### src/rtl/bicubic_wmatrix_sched.sv
// rtl/bicubic_wmatrix_sched.sv - sequencer for separable bicubic 4x4 interpolation on a shared weight-matrix datapath
//
// Purpose: accepts one 4x4 source window and its horizontal/vertical weight
// sets, drives an external 4-unit inner-product datapath through a
// horizontal pass (4 rows) and a vertical pass (4 intermediate columns),
// clamps the vertical results to pixels and emits the 4x4 patch as four row
// beats.
//
// Ports:
//   clk, rst         clock, synchronous active-high reset
//   in_valid/ready   source window handshake; in_window, h_weights, v_weights
//   out_valid/ready  output row handshake; out_row holds one output row
//   dp_w, dp_p       weights and pixel vector driven to the datapath
//   dp_mag, dp_sign  per-unit inner-product magnitude and sign from the datapath
module bicubic_wmatrix_sched #(
  parameter int PIXEL_WIDTH   = 8,
  parameter int PRODUCT_WIDTH = 32,
  parameter int SHIFT         = 8
) (
  input  logic                           clk,
  input  logic                           rst,
  input  logic                           in_valid,
  output logic                           in_ready,
  input  logic [16*PIXEL_WIDTH-1:0]      in_window,
  input  logic [63:0]                    h_weights,
  input  logic [63:0]                    v_weights,
  output logic                           out_valid,
  input  logic                           out_ready,
  output logic [4*PIXEL_WIDTH-1:0]       out_row,
  output logic [63:0]                    dp_w,
  output logic [4*PRODUCT_WIDTH-1:0]     dp_p,
  input  logic [4*(PRODUCT_WIDTH-1)-1:0] dp_mag,
  input  logic [3:0]                     dp_sign
);

  localparam int MW = PRODUCT_WIDTH - 1;
  localparam logic [MW-1:0] PIX_MAX = {{(MW-PIXEL_WIDTH){1'b0}}, {PIXEL_WIDTH{1'b1}}};

  typedef enum logic [1:0] {S_IDLE, S_HPASS, S_VPASS, S_OUT} state_t;

  state_t                   state_q, state_d;
  logic [1:0]               idx_q, idx_d;
  logic [16*PIXEL_WIDTH-1:0] win_q;
  logic [63:0]              hw_q;
  logic [63:0]              vw_q;
  // ibuf_q[row][col]: signed-magnitude intermediates, sign in MSB
  logic [PRODUCT_WIDTH-1:0] ibuf_q [4][4];
  // obuf_q[row][col]: final clamped pixels
  logic [PIXEL_WIDTH-1:0]   obuf_q [4][4];

  function automatic logic [PIXEL_WIDTH-1:0] clamp_pix(input logic sign, input logic [MW-1:0] mag);
    logic [MW-1:0] m;
    m = mag >> SHIFT;
    if (sign)
      return '0;
    else if (m > PIX_MAX)
      return {PIXEL_WIDTH{1'b1}};
    else
      return m[PIXEL_WIDTH-1:0];
  endfunction

  always_comb begin
    state_d   = state_q;
    idx_d     = idx_q;
    in_ready  = 1'b0;
    out_valid = 1'b0;
    out_row   = '0;
    dp_w      = '0;
    dp_p      = '0;
    case (state_q)
      S_IDLE: begin
        in_ready = 1'b1;
        if (in_valid) begin
          state_d = S_HPASS;
          idx_d   = 2'd0;
        end
      end
      S_HPASS: begin
        dp_w = hw_q;
        for (int j = 0; j < 4; j++) begin
          dp_p[j*PRODUCT_WIDTH +: PRODUCT_WIDTH] =
            {{(PRODUCT_WIDTH-PIXEL_WIDTH){1'b0}}, win_q[(4*int'(idx_q)+j)*PIXEL_WIDTH +: PIXEL_WIDTH]};
        end
        idx_d = idx_q + 2'd1;
        if (idx_q == 2'd3) state_d = S_VPASS;
      end
      S_VPASS: begin
        dp_w = vw_q;
        // Tap j of the vertical pass is intermediate row j of column idx.
        for (int j = 0; j < 4; j++) begin
          dp_p[j*PRODUCT_WIDTH +: PRODUCT_WIDTH] = ibuf_q[j][idx_q];
        end
        idx_d = idx_q + 2'd1;
        if (idx_q == 2'd3) state_d = S_OUT;
      end
      S_OUT: begin
        out_valid = 1'b1;
        for (int c = 0; c < 4; c++) begin
          out_row[c*PIXEL_WIDTH +: PIXEL_WIDTH] = obuf_q[idx_q][c];
        end
        if (out_ready) begin
          idx_d = idx_q + 2'd1;
          if (idx_q == 2'd3) state_d = S_IDLE;
        end
      end
      default: state_d = S_IDLE;
    endcase
  end

  always_ff @(posedge clk) begin
    if (rst) begin
      state_q <= S_IDLE;
      idx_q   <= 2'd0;
      win_q   <= '0;
      hw_q    <= '0;
      vw_q    <= '0;
      for (int r = 0; r < 4; r++) begin
        for (int c = 0; c < 4; c++) begin
          ibuf_q[r][c] <= '0;
          obuf_q[r][c] <= '0;
        end
      end
    end else begin
      state_q <= state_d;
      idx_q   <= idx_d;
      if (state_q == S_IDLE && in_valid) begin
        win_q <= in_window;
        hw_q  <= h_weights;
        vw_q  <= v_weights;
      end
      if (state_q == S_HPASS) begin
        for (int k = 0; k < 4; k++) begin
          ibuf_q[idx_q][k] <= {dp_sign[k], dp_mag[k*MW +: MW]};
        end
      end
      if (state_q == S_VPASS) begin
        for (int k = 0; k < 4; k++) begin
          obuf_q[k][idx_q] <= clamp_pix(dp_sign[k], dp_mag[k*MW +: MW]);
        end
      end
    end
  end

endmodule

### config.mk
export PLATFORM = sky130hd
export DESIGN_NAME = bicubic_wmatrix_sched
export DESIGN_NICKNAME = d
export VERILOG_FILES = /design/src/rtl/bicubic_wmatrix_sched.sv
export SDC_FILE = /design/constraint.sdc
export NUM_CORES = 2
export LEC_CHECK = 0
export ABC_CLOCK_PERIOD_IN_PS = 6400
export BUFFER_PORTS_ARGS = -buffer_cell sky130_fd_sc_hd__buf_2
export CAP_MARGIN = 20
export CORE_MARGIN = 8
export CORE_UTILIZATION = 57
export CTS_BUF_LIST = sky130_fd_sc_hd__clkbuf_16
export DETAILED_ROUTE_END_ITERATION = 10
export PLACE_DENSITY_LB_ADDON = 0.08
export SLEW_MARGIN = 20
export SYNTH_ARGS = -nofsm -noshare
export SYNTH_HDL_FRONTEND = slang
export SYNTH_SLANG_ARGS = --single-unit
export TNS_END_PERCENT = 10
### constraint.sdc
create_clock -name clk -period 6.4 [get_ports clk]
set_input_delay 0.64 -clock clk [delete_from_list [all_inputs] [get_ports clk]]
set_output_delay 0.64 -clock clk [all_outputs]
set_load 0.02 [all_outputs]
==> impl_metrics.json <==
{
  "fin_nets": 3980,
  "drcViolationCount": 0,
  "hp-class": "in -> reg",
  "yosys.area.top_type": "edfxtp_1",
  "required_ns": 5.76,
  "grt_usage_pct": 29.6,
  "core.rowCount": 96,
  "die_h_um": 278,
  "hold_violations": 0,
  "die_area_sq_um": 77500,
  "synthArstFlopShare_pct": 0,
  "cp-start-kind": "flop",
  "synth_edf_count": 584,
  "worstSetupPathType": "reg -> out",
  "worstPathBufferInverterCount": 3,
  "dp_hpwl_mm": 78.7,
  "ys.warnings.count": 0,
  "fin_crit_ns": 4.45,
  "coreArea_sq_um": 68300,
  "viasPerCell": 6.26,
  "root_buffer": "clkbuf_16",
  "critical_path_arrival_ns": 3.81,
  "period_share_pct": 69.6,
  "tightest_slew_ns": 1.13,
  "path_cells": "inv_1 > ha_1 > and2_4 > buf_12 > a22o_1 > buf_2",
  "yosys_register_bits": 902,
  "maxSlewViolCount": 0,
  "fin_setup_tns_ns": 0,
  "maxCapViolations": 0,
  "yosysTopAreaCellShare_pct": 44.7,
  "antenna_found_initial": 18,
  "drive_above_1_share_pct": 27.1,
  "skew_ns": 0.0209,
  "final-setup-viol-count": 0,
  "grt_pass1_wl_mm": 177,
  "hold_slack_ns": 0.231,
  "syn_nets": 3546,
  "synth_area_leaders": "edfxtp_1, dfxtp_1, mux4_2",
  "syn_area_sq_um": 39200,
  "clock_sinks": 902,
  "power_density_nw_per_um2": 374,
  "vias": 28533,
  "netlist-cell-type-count": 39,
  "cp_max_fo": 98,
  "drtIter0Drc": 3373,
  "crit_family": "simple AND/OR/NAND/NOR gates",
  "post-synth-top-count-cell": "edfxtp_1",
  "first_global_vias": 28210,
  "die_w_um": 278,
  "finish.utilization_pct": 66.8,
  "synth_top_flop_cell": "edfxtp_1",
  "status": "complete, no violations",
  "cts_setup_buffers": 0,
  "ant_nets": 0,
  "slowest_stage": "and2_4",
  "syn_avg_cell_area_sq_um": 12.5,
  "slowest_delay_ns": 0.90,
  "cts_resized": 0,
  "ios": 614,
  "timing.fmax_mhz": 225,
  "rsz0062_at_grt": "false",
  "total_power_w": 0.0171,
  "relSlewSlack_pct": 23.4,
  "fillers": 5106,
  "ctsHoldBuffers": 0,
  "port_buffers": 613,
  "ys_seq_area_share_pct": 60.9,
  "place_congestion": 0.892,
  "r2r_slack_ns": 2.56,
  "synth_cells": 3150,
  "path_clk_slew_ns": 0.06,
  "wl_mm": 119,
  "gr-total-overflow": 0,
  "syn_to_final_growth_pct": 16.4,
  "grt_max_degree": 376,
  "cts_tree": "built",
  "start_util_pct": 57.4,
  "p_leak_nw": 19.7,
  "clk_latency_ns": 0.64,
  "clock_path_buffers": 3,
  "avgRoutedWirePerCell_um": 26.1,
  "ir_drop_uv": 293,
  "ys_top_cells_by_count": "edfxtp_1, nand2_1, and3_1, dfxtp_1, a21oi_1",
  "cts_buffers": 95,
  "dr.pass1.iters": 8,
  "cts_max_level": 3,
  "endpoint_kind": "output port"
}
layer usage:
metal / wire length, um / track usage [%]
met3: 10100 / 5.90
met1: 45100 / 38.3
met2: 59200 / 49.3
met4: 4770 / 11.5
met5: 41 / 0
stage by stage:
| step | cells | setup slack, ns | area, sq um |
|---|---|---|---|
| 6_report | 4560 | 1.95 | 45700 |
| 5_1_grt | 4559 | 1.77 | 45700 |
| 4_1_cts | 4544 | 1.85 | 45600 |
| 3_5_place_dp | 4366 | 2.42 | 42500 |
| 3_3_place_gp | 4366 | 2.48 | 42500 |
| 2_1_floorplan | 3150 | 1.65 | 39200 |
cell usage in the layout (no fill, tap or decap), drive strengths merged, types with 26 or more instances in the layout:
master	instances
clkinv	38
a221o	32
nand2	520
buf	640
edfxtp	584
and2	135
a21oi	310
a22o	96
clkbuf	101
mux4	192
dfxtp	318
inv	68
and3	512
o21ai	26
worst min-delay path, cell delays in order:
cell     delay [ns]
buf_2          0.09
nand2_1        0.05
a21oi_1        0.05
area by class of cell:
type	count	area, sq um	share of cell area (%)
Timing Repair Buffer	641	3410	7.48
Multi-Input combinational cell	1907	14000	30.6
Antenna cell	13	32.5	0.0712
Clock buffer	100	2500	5.48
Clock inverter	78	582	1.27
Inverter	37	139	0.304
Sequential cell	902	23900	52.4
Tap cell	882	1100	2.42
final timing paths:
check / startpoint / to / depth (start not counted)
setup / recovery: state_q[0] / dp_w[15] / 6
hold / removal: in_window[25] / win_q[25] / 3
setup reg to reg: idx_q[0] / ibuf_q[1][125] / 4
hold reg to reg: hw_q[8] / hw_q[8] / 2
flip-flops by register name, indices dropped and copies added (netlist names), named ones only:
| signal | count |
|---|---|
| ibuf_q | 512 |
| obuf_q | 128 |
| win_q | 128 |
| hw_q | 64 |
| vw_q | 64 |
| idx_q | 2 |
| state_q | 2 |
power breakdown:
part / switching [W] / leakage, nW / internal (W)
registers: 0.000417 / 8.67 / 0.00710
logic: 0.00254 / 9.44 / 0.00154
clock network: 0.00228 / 1.63 / 0.00318
cell families after synthesis:
family | after synthesis | share of synthesized area, %
adder cells (fa/ha/maj) | 8 | 0.255
flip-flops | 902 | 60.9
AND/OR/NAND/NOR | 1207 | 16.1
AO/OA/AOI/OAI | 499 | 7.96
buffers and inverters | 341 | 3.72
multiplexers | 193 | 11.0
(Power assumes the default switching activity.)
